==> src/rtl/qpacket_tx_if.sv <==
// Word-stream link carrying feedback packets from qpacket_tx to the network sink.
// The master drives data/valid/last and the slave drives ready.
interface qpacket_tx_if;
    logic [15:0] tx_data;
    logic        tx_valid;
    logic        tx_ready;
    logic        tx_last;

    modport master (output tx_data, output tx_valid, output tx_last, input  tx_ready);
    modport slave  (input  tx_data, input  tx_valid, input  tx_last, output tx_ready);
endinterface

==> src/rtl/qpacket_tx.sv <==
// Feedback packet transmitter: fetches the chosen next hop's Q-value and emits
// dest/src/cluster/battery/value/checksum as six words on a valid/ready stream.
module qpacket_tx #(
    parameter logic [15:0] QVALUE_BASE   = 16'h01C8,
    parameter int unsigned MAX_NEIGHBORS = 64
) (
    input  logic                clock,
    input  logic                rst,
    input  logic                en,
    input  logic                start,
    input  logic [15:0]         MY_NODE_ID,
    input  logic [15:0]         MY_CLUSTER_ID,
    input  logic [15:0]         MY_BATTERY_STAT,
    input  logic [15:0]         nexthop,
    input  logic [15:0]         nexthop_idx,
    output logic [15:0]         address,
    input  logic [15:0]         mem_data_out,
    qpacket_tx_if.master        tx,
    output logic                done,
    output logic                err
);

    localparam int unsigned WORD_W = 16;
    localparam int unsigned CNT_W  = 3;
    localparam logic [CNT_W-1:0] LAST_WORD = CNT_W'(5);

    typedef enum logic [2:0] {IDLE, FETCH, LATCH, SEND, FIN} state_t;

    state_t             state, state_n;
    logic               start_d, start_d_n;
    logic [WORD_W-1:0]  dest_q, dest_n;
    logic [WORD_W-1:0]  src_q, src_n;
    logic [WORD_W-1:0]  cluster_q, cluster_n;
    logic [WORD_W-1:0]  batt_q, batt_n;
    logic [WORD_W-1:0]  qval_q, qval_n;
    logic [WORD_W-1:0]  csum_q, csum_n;
    logic [CNT_W-1:0]   wcnt_q, wcnt_n;
    logic [WORD_W-1:0]  address_q, address_n;
    logic [WORD_W-1:0]  tx_data_q, tx_data_n;
    logic               tx_valid_q, tx_valid_n;
    logic               tx_last_q, tx_last_n;
    logic               done_q, done_n;
    logic               err_q, err_n;

    logic               launch_c;
    logic               idx_bad_c;
    logic               handshake_c;
    logic [CNT_W-1:0]   wcnt_inc_c;
    logic [WORD_W-1:0]  next_word_c;
    logic [WORD_W-1:0]  sum_c;

    assign launch_c    = start && !start_d && en && (state == IDLE);
    assign idx_bad_c   = 32'(nexthop_idx) >= MAX_NEIGHBORS;
    assign handshake_c = tx_valid_q && tx.tx_ready;
    assign wcnt_inc_c  = CNT_W'(wcnt_q + CNT_W'(1));
    // Qval comes straight from memory here because it is captured on the same edge.
    assign sum_c       = dest_q + src_q + cluster_q + batt_q + mem_data_out;

    // Word that follows the one currently on the bus.
    always_comb begin
        next_word_c = csum_q;
        case (wcnt_inc_c)
            CNT_W'(0): next_word_c = dest_q;
            CNT_W'(1): next_word_c = src_q;
            CNT_W'(2): next_word_c = cluster_q;
            CNT_W'(3): next_word_c = batt_q;
            CNT_W'(4): next_word_c = qval_q;
            default:   next_word_c = csum_q;
        endcase
    end

    // State register and all registered outputs.
    always_ff @(posedge clock or posedge rst) begin
        if (rst) begin
            state      <= IDLE;
            start_d    <= 1'b0;
            dest_q     <= '0;
            src_q      <= '0;
            cluster_q  <= '0;
            batt_q     <= '0;
            qval_q     <= '0;
            csum_q     <= '0;
            wcnt_q     <= '0;
            address_q  <= '0;
            tx_data_q  <= '0;
            tx_valid_q <= 1'b0;
            tx_last_q  <= 1'b0;
            done_q     <= 1'b0;
            err_q      <= 1'b0;
        end else begin
            state      <= state_n;
            start_d    <= start_d_n;
            dest_q     <= dest_n;
            src_q      <= src_n;
            cluster_q  <= cluster_n;
            batt_q     <= batt_n;
            qval_q     <= qval_n;
            csum_q     <= csum_n;
            wcnt_q     <= wcnt_n;
            address_q  <= address_n;
            tx_data_q  <= tx_data_n;
            tx_valid_q <= tx_valid_n;
            tx_last_q  <= tx_last_n;
            done_q     <= done_n;
            err_q      <= err_n;
        end
    end

    // Next-state and next-output logic.
    always_comb begin
        state_n    = state;
        start_d_n  = start;
        dest_n     = dest_q;
        src_n      = src_q;
        cluster_n  = cluster_q;
        batt_n     = batt_q;
        qval_n     = qval_q;
        csum_n     = csum_q;
        wcnt_n     = wcnt_q;
        address_n  = address_q;
        tx_data_n  = tx_data_q;
        tx_valid_n = tx_valid_q;
        tx_last_n  = tx_last_q;
        done_n     = done_q;
        err_n      = err_q;

        case (state)
            IDLE: begin
                if (launch_c) begin
                    dest_n    = nexthop;
                    src_n     = MY_NODE_ID;
                    cluster_n = MY_CLUSTER_ID;
                    batt_n    = MY_BATTERY_STAT;
                    done_n    = 1'b0;
                    err_n     = 1'b0;
                    if (idx_bad_c) begin
                        done_n  = 1'b1;
                        err_n   = 1'b1;
                        state_n = FIN;
                    end else begin
                        address_n = QVALUE_BASE + WORD_W'(nexthop_idx << 1);
                        state_n   = FETCH;
                    end
                end
            end
            FETCH: begin
                state_n = LATCH;
            end
            LATCH: begin
                qval_n     = mem_data_out;
                csum_n     = ~sum_c;
                wcnt_n     = '0;
                address_n  = '0;
                tx_data_n  = dest_q;
                tx_valid_n = 1'b1;
                tx_last_n  = 1'b0;
                state_n    = SEND;
            end
            SEND: begin
                if (handshake_c) begin
                    if (wcnt_q == LAST_WORD) begin
                        wcnt_n     = '0;
                        tx_data_n  = '0;
                        tx_valid_n = 1'b0;
                        tx_last_n  = 1'b0;
                        done_n     = 1'b1;
                        state_n    = FIN;
                    end else begin
                        wcnt_n    = wcnt_inc_c;
                        tx_data_n = next_word_c;
                        tx_last_n = (wcnt_inc_c == LAST_WORD);
                    end
                end
            end
            FIN: begin
                done_n  = 1'b1;
                state_n = IDLE;
            end
            default: begin
                state_n = IDLE;
            end
        endcase
    end

    assign address     = address_q;
    assign tx.tx_data  = tx_data_q;
    assign tx.tx_valid = tx_valid_q;
    assign tx.tx_last  = tx_last_q;
    assign done        = done_q;
    assign err         = err_q;

endmodule
==> src/flat_wrapper.sv <==
// flat-port wrapper written by rule: the top's interface ports become plain ports
module qpacket_tx_flat 
#(
    parameter logic [15:0] QVALUE_BASE   = 16'h01C8,
    parameter int unsigned MAX_NEIGHBORS = 64
)
  (clock, rst, en, start, MY_NODE_ID, MY_CLUSTER_ID, MY_BATTERY_STAT, nexthop, nexthop_idx, address, mem_data_out, done, err, tx_tx_data, tx_tx_valid, tx_tx_last, tx_tx_ready);
  qpacket_tx_if tx_i ();
  input  logic clock;
  input  logic rst;
  input  logic en;
  input  logic start;
  input  logic [15:0] MY_NODE_ID;
  input  logic [15:0] MY_CLUSTER_ID;
  input  logic [15:0] MY_BATTERY_STAT;
  input  logic [15:0] nexthop;
  input  logic [15:0] nexthop_idx;
  output logic [15:0] address;
  input  logic [15:0] mem_data_out;
  output logic done;
  output logic err;
  output wire logic [$bits(tx_i.tx_data)-1:0] tx_tx_data;
  output wire logic [$bits(tx_i.tx_valid)-1:0] tx_tx_valid;
  output wire logic [$bits(tx_i.tx_last)-1:0] tx_tx_last;
  input wire logic [$bits(tx_i.tx_ready)-1:0] tx_tx_ready;
  assign tx_tx_data = tx_i.tx_data;
  assign tx_tx_valid = tx_i.tx_valid;
  assign tx_tx_last = tx_i.tx_last;
  assign tx_i.tx_ready = tx_tx_ready;
  qpacket_tx #(.QVALUE_BASE(QVALUE_BASE), .MAX_NEIGHBORS(MAX_NEIGHBORS)) u_core (.clock(clock), .rst(rst), .en(en), .start(start), .MY_NODE_ID(MY_NODE_ID), .MY_CLUSTER_ID(MY_CLUSTER_ID), .MY_BATTERY_STAT(MY_BATTERY_STAT), .nexthop(nexthop), .nexthop_idx(nexthop_idx), .address(address), .mem_data_out(mem_data_out), .tx(tx_i), .done(done), .err(err));
endmodule
==> config.mk <==
export PLATFORM = sky130hd
export DESIGN_NAME = qpacket_tx_flat
export DESIGN_NICKNAME = d
export VERILOG_FILES = /design/src/rtl/qpacket_tx_if.sv /design/src/rtl/qpacket_tx.sv /design/src/flat_wrapper.sv
export SDC_FILE = /design/constraint.sdc
export NUM_CORES = 1
export LEC_CHECK = 0
export ABC_AREA = 1
export CORE_MARGIN = 4
export CORE_UTILIZATION = 25
export DETAILED_ROUTE_END_ITERATION = 6
export SLEW_MARGIN = 20
export SYNTH_ARGS = -nofsm -noshare
export SYNTH_HDL_FRONTEND = slang
export SYNTH_SLANG_ARGS = --single-unit
==> constraint.sdc <==
create_clock -name clock -period 7.93 [get_ports clock]
set_input_delay 1.586 -clock clock [delete_from_list [all_inputs] [get_ports clock]]
set_output_delay 1.586 -clock clock [all_outputs]
set_load 0.005 [all_outputs]
==> flow_summary.json, run 1 <==
{
  "status": "completed",
  "path_cells": "clkdlybuf4s50_1 > inv_1 > fa_1 > inv_1 > fa_1 > inv_1 > fa_1 > inv_1 > ha_1 > a21oi_1 > nand2_1 > nand2_1 > nand2_1 > nand2_1 > nand3_1 > nand3_1 > nand2_1",
  "cts-resized-gates": 0,
  "routedWlPerCell_um": 15.10,
  "fmax_ghz": 0.2088,
  "grt_pass1_vias": 7266,
  "tns_ns": 0,
  "place_area_um2": 10230,
  "synth-seq-area-share": 0.4072,
  "layout-drive-gt1-share": 0.06481,
  "relSlewSlack": 0.4088,
  "end_kind": "register",
  "ys_ff_latch": 138,
  "ys.flop_type": "dfrtp_1",
  "cts_sinks": 138,
  "drc": 0,
  "wirelength_um": 24700,
  "dp_cells": 1604,
  "post-dp-hpwl_um": 17510,
  "synth_edf_count": 0,
  "cts_tree": "built",
  "cts_buffer_depth": 2,
  "die_x_um": 192.2,
  "antennaDiodeCount": 0,
  "worstMarginPinSlew_ns": 0.8858,
  "num-fill-cells": 3542,
  "start_kind": "primary input",
  "grtUsageTotal": 0.1370,
  "ant_nets": 0,
  "clk_pin_slew_ns": 0.07,
  "cp_top_family": "adder cells",
  "synth_cells": 1048,
  "antenna_found_initial": 0,
  "hold_viol_final": 0,
  "drv_cap": 0,
  "clkLatencyLatePin_ns": 0.44,
  "period_share": 0.6039,
  "setup_viol": 0,
  "critPathArrivalTime_ns": 5.12,
  "cts-root-buf": "clkbuf_16",
  "synth_fp_nets": 1211,
  "layout_common_cells": "209 x inv_1, 203 x nand2_1, 138 x dfrtp_1",
  "final_common_cell": "inv_1",
  "fin_skew_ns": 0.01156,
  "ys_async_sr_fraction": 1.000,
  "rsz0062_at_grt": "false",
  "synth.avg_cell_area_um2": 8.092,
  "die_y_um": 192.2,
  "pin_count": 137,
  "gr-total-overflow": 0,
  "critPathMaxStageDelay_ns": 0.53,
  "critPathBufInv": 5,
  "cts-htree-levels": 4,
  "worstSetupPathType": "in2reg",
  "synth_cell_types": 36,
  "syn_area_um2": 8481,
  "dieArea_um2": 36930,
  "first_iter_violations": 471,
  "via_per_inst": 4.326,
  "drv_slew": 0,
  "hp-class": "reg2reg",
  "fin_crit_ns": 4.789,
  "vias": 7077,
  "rows": 67,
  "slowest_stage": "fa_1",
  "final_cells": 1636,
  "crit_fanout": 6,
  "cts_made_buffers": 17,
  "nets": 1338,
  "cp_common_cell": "nand2_1",
  "ys_warn_count": 0,
  "grt_pass1_wl_um": 39400,
  "place.gp.congestion": 0.8511,
  "coreArea_um2": 33530,
  "post_cts_buffers": 0,
  "design_area_um2": 10800,
  "dr.pass1.iters": 5,
  "required_ns": 8.26,
  "synthToLayoutAreaGrowth_pct": 27.34,
  "start_util": 0.2529,
  "hold_buffers": 0,
  "portBuffers": 135,
  "grt_max_degree": 79
}
registers in the layout (all words and copies together), names as in the netlist, 3 cells and up:
register,flops
u_core.dest_q,16
u_core.address,15
u_core.cluster_q,16
u_core.src_q,16
u_core.tx.tx_data,16
u_core.wcnt_q,3
u_core.qval_q,16
u_core.batt_q,16
u_core.state,3
u_core.csum_q,16
layout make-up:
class,instances,area (um^2),area share
multi-input cells,662,4001,0.3705
clock inverters,15,146.4,0.01356
inverters,214,808.3,0.07485
flip-flops and latches,138,3453,0.3198
well taps,448,560.5,0.05191
clock buffers,17,425.4,0.03939
repair buffers,142,1404,0.1300
logic make-up (layout without fill, tap and decap cells):
family                   Yosys count  in the layout  synth area share
AND/OR/NAND/NOR                  387            387            0.1862
multiplexers                      20             20           0.02921
adder cells (fa/ha/maj)           62             62            0.1304
flip-flops                       138            138            0.4072
AO/OA/AOI/OAI                    179            179            0.1112
other                              1              1         0.0004422
XOR/XNOR                          13             13           0.01343
buffers and inverters            248            388            0.1219
per-layer routing:
| metal | up-vias | global-route usage | wire, um |
|---|---|---|---|
| met5 | - | 0 | 0 |
| met4 | 0 | 0.03374 | 343 |
| met3 | 24 | 0.03581 | 1394 |
| met2 | 188 | 0.2272 | 11750 |
| met1 | 3388 | 0.1789 | 11210 |
| li1 | 3477 | - | - |
synthesized netlist by cell type (4+ instances only):
master / instances / share of area
a21oi_1: 87 / 0.051
buf_2: 10 / 0.0059
buf_4: 4 / 0.0035
buf_6: 10 / 0.013
clkbuf_1: 10 / 0.0044
dfrtp_1: 138 / 0.41
fa_1: 44 / 0.10
ha_1: 18 / 0.027
inv_1: 210 / 0.093
inv_2: 4 / 0.0018
mux2_2: 14 / 0.019
mux2_4: 6 / 0.011
nand2_1: 203 / 0.090
nand3_1: 41 / 0.024
nand4_1: 5 / 0.0037
nor2_1: 124 / 0.055
nor2_4: 4 / 0.0053
o21ai_0: 63 / 0.037
o21ai_1: 11 / 0.0065
o22ai_1: 6 / 0.0044
xnor2_1: 4 / 0.0041
xor2_1: 9 / 0.0093
path summary, 6_finish.rpt:
check                                  start                end  slack (ns)  depth (start not counted)
min reg2reg                u_core.address[6]  u_core.address[6]        0.48                          2
min                        u_core.address[6]  u_core.address[6]        0.48                          2
max reg2reg                 u_core.batt_q[3]  u_core.csum_q[14]        4.41                         16
max in group asynchronous                rst   u_core.batt_q[9]        4.96                          3
max                          mem_data_out[3]  u_core.csum_q[14]        3.14                         17
min in group asynchronous                rst   u_core.qval_q[2]        1.64                          2
per-stage QoR:
stage	worst slack, ns	hold slack (ns)	util
3_3_place_gp	2.742	0.4562	0.3050
6_report	3.141	0.4755	0.3221
5_1_grt	2.876	0.5076	0.3221
3_5_place_dp	2.681	0.4630	0.3050
2_1_floorplan	2.648	0.4422	-
4_1_cts	3.158	0.4805	0.3221
worst reg2reg max path, cell delays in order, from the launching register on:
cell,delay (ns)
dfrtp_1,0.36
inv_1,0.08
fa_1,0.50
inv_1,0.05
fa_1,0.52
inv_1,0.06
fa_1,0.51
inv_1,0.05
ha_1,0.37
a21oi_1,0.24
nand2_1,0.17
nand2_1,0.09
nand2_1,0.09
nand2_1,0.11
nand3_1,0.08
nand3_1,0.09
nand2_1,0.05
Power of run 1 is not shown: default switching activity piles up to over one toggle a cycle in this logic, so the estimate is an artifact.
==> run 2: changes to the inputs <==
clock period = 4.7 ns   (was 7.93 ns; I/O delays follow)
==> run 2 against run 1 <==
  * First-iteration DRC count decreased by 6.4%
  * Sequential share of layout area decreased by 0.15 points
  * Global-route usage about the same
  * Via count about the same
  * Wire length decreased by 1.5%
  * Sequential cell count unchanged
  * Worst setup slack got worse by 2.6 ns
  * Clock skew increased by 0.0022 ns
  * Clock-buffer cell count unchanged
  * Critical path depth decreased by 3
==> flow_summary.json, run 2 (same netlist as run 1, synthesis figures left out) <==
{
  "drv_slew": 0,
  "period_share": 0.8752,
  "hp-class": "reg2reg",
  "whs_endpoint": "u_core.address[6]",
  "slowest_stage": "fa_1",
  "fin_crit_ns": 4.113,
  "place.gp.congestion": 0.8694,
  "crit_fanout": 5,
  "setup_viol": 0,
  "die_y_um": 192.2,
  "grt_pass1_wl_um": 39300,
  "gr-total-overflow": 0,
  "cts-root-buf": "clkbuf_16",
  "r2r_start": "u_core.batt_q[3]",
  "hold_viol_final": 0,
  "via_per_inst": 4.321,
  "dieArea_um2": 36930,
  "vias": 7074,
  "drc": 0,
  "status": "completed",
  "rsz0062_at_grt": "false",
  "layout-drive-gt1-share": 0.06560,
  "pin_count": 137,
  "post-dp-hpwl_um": 17460,
  "rows": 67,
  "clkLatencyLatePin_ns": 0.44,
  "start_kind": "primary input",
  "cts-htree-levels": 4,
  "antennaDiodeCount": 0,
  "whs_ns": 0.4664,
  "worstMarginPinSlew_ns": 0.8904,
  "grtUsageTotal": 0.1367,
  "portBuffers": 135,
  "dp_cells": 1605,
  "cts_buffer_depth": 2,
  "path_cells": "clkdlybuf4s50_1 > inv_1 > fa_1 > fa_1 > fa_1 > inv_1 > ha_1 > fa_1 > nand3_1 > nand3_1 > nand2_1 > a21oi_1 > nand3b_1 > o21ai_0",
  "r2r.worst_path.cells": 16,
  "synthToLayoutAreaGrowth_pct": 27.94,
  "r2r_slack_ns": 1.20,
  "first_iter_violations": 441,
  "relSlewSlack": 0.4057,
  "final_cells": 1637,
  "fmax_ghz": 0.2431,
  "layout_common_cells": "209 x inv_1, 203 x nand2_1, 138 x dfrtp_1",
  "wirelength_um": 24320,
  "die_x_um": 192.2,
  "cts-resized-gates": 0,
  "hold_path_startpoint": "u_core.address[6]",
  "dr.pass1.iters": 6,
  "post_cts_buffers": 0,
  "grt_pass1_vias": 7262,
  "drv_cap": 0,
  "cp_common_cell": "fa_1",
  "routedWlPerCell_um": 14.86,
  "hold_buffers": 0,
  "cts_made_buffers": 17,
  "worstSetupPathType": "in2reg",
  "end_kind": "register",
  "critPathArrivalTime_ns": 4.47,
  "cts_sinks": 138,
  "min_path_cells": 2,
  "antenna_found_initial": 0,
  "tns_ns": 0,
  "r2r-end": "u_core.csum_q[14]",
  "required_ns": 5.05,
  "nets": 1339,
  "grt_max_degree": 78,
  "clk_pin_slew_ns": 0.07,
  "coreArea_um2": 33530,
  "ant_nets": 0,
  "fin_skew_ns": 0.01373,
  "critPathMaxStageDelay_ns": 0.58,
  "cts_tree": "built",
  "start_util": 0.2529,
  "final_common_cell": "inv_1"
}
run 2: metal layers:
| layer | vias to the layer above | routed length [um] | track usage |
|---|---|---|---|
| met1 | 3380 | 11220 | 0.1857 |
| li1 | 3477 | - | - |
| met5 | - | 0 | 0 |
| met2 | 192 | 11370 | 0.2200 |
| met3 | 25 | 1331 | 0.03035 |
| met4 | 0 | 403 | 0.03785 |
run 2: final cells by class:
cell class | count | area, um^2
fillers | 3574 | 22680
multi-input cells | 662 | 4001
flip-flops and latches | 138 | 3453
repair buffers | 143 | 1424
inverters | 214 | 808.3
well taps | 448 | 560.5
clock buffers | 17 | 425.4
clock inverters | 15 | 177.7
run 2: metrics by stage:
stage                     instance area [um^2]  worst slack [ns]  utilization
after floorplan                           8481           0.06384            -
after global placement                   10250            0.1393       0.3056
after detailed placement                 10250            0.1206       0.3056
after CTS                                10850            0.5884       0.3236
after global routing                     10850            0.3128       0.3236
final                                    10850            0.5866       0.3236
run 2: worst max path at each step:
stage	depth (start not counted)	slack, ns	start	to
detailed placement	14	0.12	mem_data_out[1]	u_core.csum_q[13]
global placement	17	0.14	mem_data_out[3]	u_core.csum_q[14]
floorplan	1	0.06	rst	u_core.address[10]
CTS	17	0.59	mem_data_out[3]	u_core.csum_q[14]
global route	17	0.31	mem_data_out[3]	u_core.csum_q[14]
finish	14	0.59	mem_data_out[1]	u_core.csum_q[9]
run 2: critical path, delay by kind of cell:
kind	cells	cell delay, ns
buf+inv	3	0.56
simple gates	4	0.53
fa+ha+maj	5	2.29
compound gates	2	0.14
Power of run 2 is left out for the same reason.
==> run 3: changes to the inputs <==
ABC_AREA = not set   (was 1)
==> run 3 against run 2 <==
  * Sequential cell count did not move
  * Area after synthesis down 0.25%
  * Design area is 1.4% higher
  * Highest routed layer unchanged
  * Global-route usage fell by 0.80 points
  * Register-to-register slack worse by 0.31 ns
  * Cell count shrank 13%
  * First-iteration DRC count shrank 40%
  * Hold slack gained 0.0050 ns
==> flow_summary.json, run 3 <==
{
  "worstSetupPathType": "in2reg",
  "required_ns": 4.97,
  "grt_pass1_wl_um": 36710,
  "whs_ns": 0.4714,
  "gr-total-overflow": 0,
  "drc": 0,
  "power.internal_uw": 5597,
  "syn_area_um2": 8459,
  "cts_sinks": 138,
  "synth_top_cells_by_count": "142 x inv_1, 138 x dfrtp_1, 75 x nand2_1",
  "synth.avg_cell_area_um2": 10.29,
  "synth_top_area_cell": "dfrtp_1",
  "crit_fanout": 3,
  "antennaDiodeCount": 0,
  "end_kind": "register",
  "cts-htree-levels": 4,
  "synth_cells": 822,
  "fmax_ghz": 0.2252,
  "worstMarginPinSlew_ns": 1.091,
  "cts-resized-gates": 0,
  "cts_made_buffers": 17,
  "start_kind": "primary input",
  "clkLatencyLatePin_ns": 0.43,
  "cts-root-buf": "clkbuf_16",
  "fin_skew_ns": 0.01170,
  "synth_fp_nets": 985,
  "crit_start": "mem_data_out[1]",
  "hold_buffers": 0,
  "ys_ff_latch": 138,
  "grt_pass1_vias": 6576,
  "synth_edf_count": 0,
  "synth.most_common_cell": "inv_1",
  "layout_common_cells": "141 x inv_1, 137 x dfrtp_1, 135 x clkdlybuf4s50_1",
  "ys_async_sr_fraction": 1.000,
  "irDropWorstVdd_v": 0.0004406,
  "nets": 1120,
  "net-switching-power_uw": 4444,
  "power.share.clock": 0.156,
  "portBuffers": 135,
  "relSlewSlack": 0.2724,
  "rows": 67,
  "vias": 6169,
  "status": "completed",
  "layout-drive-gt1-share": 0.1093,
  "coreArea_um2": 33450,
  "hold_viol_final": 0,
  "synth_top_cell_area_share": 0.4082,
  "drv_cap": 0,
  "cts_buffer_depth": 2,
  "synth_cell_types": 50,
  "routedWlPerCell_um": 16.24,
  "ant_nets": 0,
  "leakagePower_uw": 0.005141,
  "seq_power_share": 0.212,
  "ys.flop_type": "dfrtp_1",
  "powerDensity_nw_per_um2": 912.7,
  "critPathArrivalTime_ns": 4.71,
  "hp-class": "reg2reg",
  "post-dp-hpwl_um": 16710,
  "die_x_um": 192.0,
  "pin_count": 137,
  "start_util": 0.2529,
  "clk_pin_slew_ns": 0.07,
  "setup_viol": 0,
  "wirelength_um": 23020,
  "drv_slew": 0,
  "r2r_start": "u_core.batt_q[1]",
  "dr.pass1.iters": 4,
  "grt_max_degree": 58,
  "period_share": 0.9450,
  "die_y_um": 192.0,
  "rsz0062_at_grt": "false",
  "cts_tree": "built",
  "place.gp.congestion": 0.7665,
  "hold_path_startpoint": "u_core.qval_q[15]",
  "ys_warn_count": 0,
  "fin_crit_ns": 4.441,
  "num-fill-cells": 3412,
  "first_iter_violations": 263,
  "combPwrFrac": 0.632,
  "via_per_inst": 4.350,
  "r2r_slack_ns": 0.89,
  "antenna_found_initial": 0,
  "synthToLayoutAreaGrowth_pct": 30.05,
  "tns_ns": 0,
  "dieArea_um2": 36840,
  "post_cts_buffers": 0,
  "grtUsageTotal": 0.1287,
  "final_common_cell": "inv_1",
  "synth-seq-area-share": 0.4082,
  "sw_frac_of_total": 0.4426,
  "synth_area_leaders": "dfrtp_1 41%, fa_1 10%, mux2_4 8.7%, inv_1 6.3%, mux2i_1 3.5%"
}
==> run 3: kinds of logic (layout without fill, tap and decap cells) <==
kind of cell	count (synthesis)	after routing	share of synthesized area
AOI/OAI and AO/OA	169	169	0.1251
xor gates and xnor gates	19	19	0.01967
adders and majority gates	62	62	0.1307
buffers and inverters	180	328	0.08830
DFF	138	138	0.4082
muxes	94	94	0.1424
other	1	1	0.0004433
and+or+nand+nor	159	159	0.08505
==> run 3: cell type report <==
| class | instances | area, um^2 | area share |
|---|---|---|---|
| Clock buffer | 18 | 429.2 | 0.03901 |
| Clock inverter | 14 | 244.0 | 0.02218 |
| Tap cell | 448 | 560.5 | 0.05095 |
| Sequential cell | 138 | 3455 | 0.3140 |
| Multi-Input combinational cell | 504 | 4282 | 0.3892 |
| Timing Repair Buffer | 154 | 1494 | 0.1358 |
| Inverter | 142 | 538.0 | 0.04890 |
==> run 3: worst paths after layout <==
kind	endpoint	cells after the start
hold reg to reg	u_core.qval_q[15]	2
max in group asynchronous	u_core.tx.tx_data[6]	3
hold / removal	u_core.qval_q[15]	2
setup / recovery	u_core.csum_q[11]	13
setup reg to reg	u_core.csum_q[11]	12
min in group asynchronous	u_core.qval_q[13]	2
==> run 3: critical path, cell delays in order <==
cell             delay (ns)
clkdlybuf4s50_1        0.49
inv_1                  0.08
fa_1                   0.57
fa_1                   0.46
fa_1                   0.53
inv_1                  0.04
ha_1                   0.22
fa_1                   0.44
a211oi_2               0.27
o211ai_1               0.18
a21boi_0               0.26
xnor2_1                0.14
o21ai_0                0.08
==> run 3: per-layer routing <==
layer / vias to the layer above / global-route usage / part of all wire
met5: - / 0 / 0
met4: 0 / 0.02818 / 0.010
met3: 21 / 0.03217 / 0.059
met2: 158 / 0.2119 / 0.48
met1: 3009 / 0.1716 / 0.45
li1: 2981 / - / -
==> run 3: power groups by stage <==
stage	clock network, uW	registers [uW]	logic (uW)
2_1_floorplan	0	1940	4650
3_3_place_gp	0	2140	6240
3_5_place_dp	0	2140	6320
4_1_cts	1620	2130	6370
5_1_grt	1670	2200	7240
6_report	1570	2130	6340
==> run 3: per-stage QoR <==
step	std cells	cell area, um^2	total power, uW	utilization	worst slack [ns]
2_1_floorplan	822	8459	6588	-	0.06384
5_1_grt	1418	11000	11120	0.3289	0.06127
4_1_cts	1418	11000	10120	0.3288	0.1801
6_report	1418	11000	10040	0.3289	0.2586
3_3_place_gp	1386	10320	8375	0.3086	-0.2161
3_5_place_dp	1386	10320	8463	0.3086	-0.2471
Note: power is estimated with default switching activity, not from simulation.
==> edit, RTL diff (config.mk and constraints of run 2) <==
`qval_q`, `csum_q`, `address_q` and `tx_data_q` no longer have a reset.
--- a/src/rtl/qpacket_tx.sv
+++ b/src/rtl/qpacket_tx.sv
@@ -78,11 +78,7 @@
             src_q      <= '0;
             cluster_q  <= '0;
             batt_q     <= '0;
-            qval_q     <= '0;
-            csum_q     <= '0;
             wcnt_q     <= '0;
-            address_q  <= '0;
-            tx_data_q  <= '0;
             tx_valid_q <= 1'b0;
             tx_last_q  <= 1'b0;
             done_q     <= 1'b0;
@@ -94,16 +90,19 @@
             src_q      <= src_n;
             cluster_q  <= cluster_n;
             batt_q     <= batt_n;
-            qval_q     <= qval_n;
-            csum_q     <= csum_n;
             wcnt_q     <= wcnt_n;
-            address_q  <= address_n;
-            tx_data_q  <= tx_data_n;
             tx_valid_q <= tx_valid_n;
             tx_last_q  <= tx_last_n;
             done_q     <= done_n;
             err_q      <= err_n;
         end
+    end
+
+    always_ff @(posedge clock) begin
+        qval_q    <= qval_n;
+        csum_q    <= csum_n;
+        address_q <= address_n;
+        tx_data_q <= tx_data_n;
     end
 
     // Next-state and next-output logic.
Check against the original RTL: not equivalent (a bounded check fails within 4 cycles, from zero or initial values and one cycle with rst high).
==> edit against run 2 <==
Worst setup slack lost 50 ps; worst hold slack gained 28 ps; final area shrank 1.7%; utilization grew 0.35 points; routed wire length grew 4.1%; synthesized area shrank 2.1%; sequential cell count is the same; count of clock-buffer cells in the layout is the same; critical path type unchanged.
Power is not shown: default switching activity piles up to over one toggle a cycle in this logic, so the estimate is an artifact.
==> edit: results (changes against run 2) <==
[setup_path]
max_stage_delay_ps = 540  ; was 580 ps
path_max_fanout = 4  ; was 5
cp_slowest_cell = clkdlybuf4s50_1  ; was fa_1
rr_startpoint = u_core.batt_q[1]  ; was u_core.batt_q[3]
r2r_end = u_core.csum_q[13]  ; was u_core.csum_q[14]
r2r.worst_path.cells = 13  ; was 16
crit_path_start = mem_data_out[4]  ; was mem_data_out[1]

[synthesis]
async_flop_share_pct = 54.3  ; was 100%
netlist_top_cells_area = edfxtp_1 23%, dfrtp_1 23%, nand2_1 11%  ; was dfrtp_1 41%, fa_1 10%, inv_1 9.3%
yosys.area_share.xor_xnor_pct = 1.05  ; was 1.34%
synthTopCellsByCount = 245 x nand2_1, 187 x inv_1, 84 x nor2_1  ; was 210 x inv_1, 203 x nand2_1, 138 x dfrtp_1
netlist_instances = 977  ; was 1,048
synthDistinctLibCells = 33  ; was 36
synth_compound_area_share_pct = 7.82  ; was 11.1%
synthAdderAreaFrac_pct = 13.3  ; was 13.0%
synth.area.mux_share_pct = 0  ; was 2.92%

[layout]
fill_cells = 3450  ; was 3,574
final_layout_size_suffix_gt1_share_pct = 5.62  ; was 6.56%
fin_nets = 1271  ; was 1,339

[grt]
grt_start_max_net_pins = 76  ; was 78
grt_util_met2_pct = 22.3  ; was 22.0%
first_global_vias = 7027  ; was 7,262
grtUsageTotal_pct = 14.2  ; was 13.7%
use_met3_pct = 3.20  ; was 3.04%

[detailed_routing]
initialDrtViolationCount = 507  ; was 441
firstDrtPassIters = 7  ; was 6
avgRoutedWirePerCell_um = 16.2  ; was 14.9 µm
vias_per_cell = 4.42  ; was 4.32

[timing]
worst_clock_skew_ps = 8.41  ; was 13.7 ps
worst_hold_slack_ps = 495  ; was 466 ps
slew_headroom_pct = 37.3  ; was 40.6%

[placed_design]
dpl_cell_area_mm2 = 0.0101  ; was 0.0102 mm²
place.gp.congestion = 0.873  ; was 0.869

[run_status]
status = complete, no violations  ; unchanged

[worst_hold_path]
worstHoldEndpoint = u_core.err  ; was u_core.address[6]

edit: cell count changes after synthesis, sizes merged, moves of 10 or more:
cell / run 2 / this run
a21oi: 90 / 25
dfrtp: 138 / 75
edfxtp: 0 / 63
nand2: 206 / 251
nor2: 130 / 88
nor3: 2 / 23
mux2: 20 / 0
nand4: 5 / 22
inv: 214 / 200
nand3: 42 / 30
o21ai: 74 / 84
edit: area by class of cell:
cell class	count	area, µm²	area share, %
repair buffers	140	1410	13.2
well taps	442	553	5.18
diodes	1	2.50	0.0235
inverters	200	751	7.04
flip-flops and latches	138	3770	35.3
clock inverters	15	166	1.56
clock buffers	17	425	3.99
multi-input cells	611	3600	33.7
edit: layer usage:
layer / part of all wire (%) / routed length (µm)
met5: 0 / 0
met2: 45 / 11400
met4: 2.4 / 603
met1: 45 / 11400
met3: 7.7 / 1950
edit: through the flow:
stage	worst slack, ps	cells
6_report	537	1564
4_1_cts	576	1563
5_1_grt	360	1563
2_1_floorplan	885	977
3_5_place_dp	139	1531
3_3_place_gp	167	1531
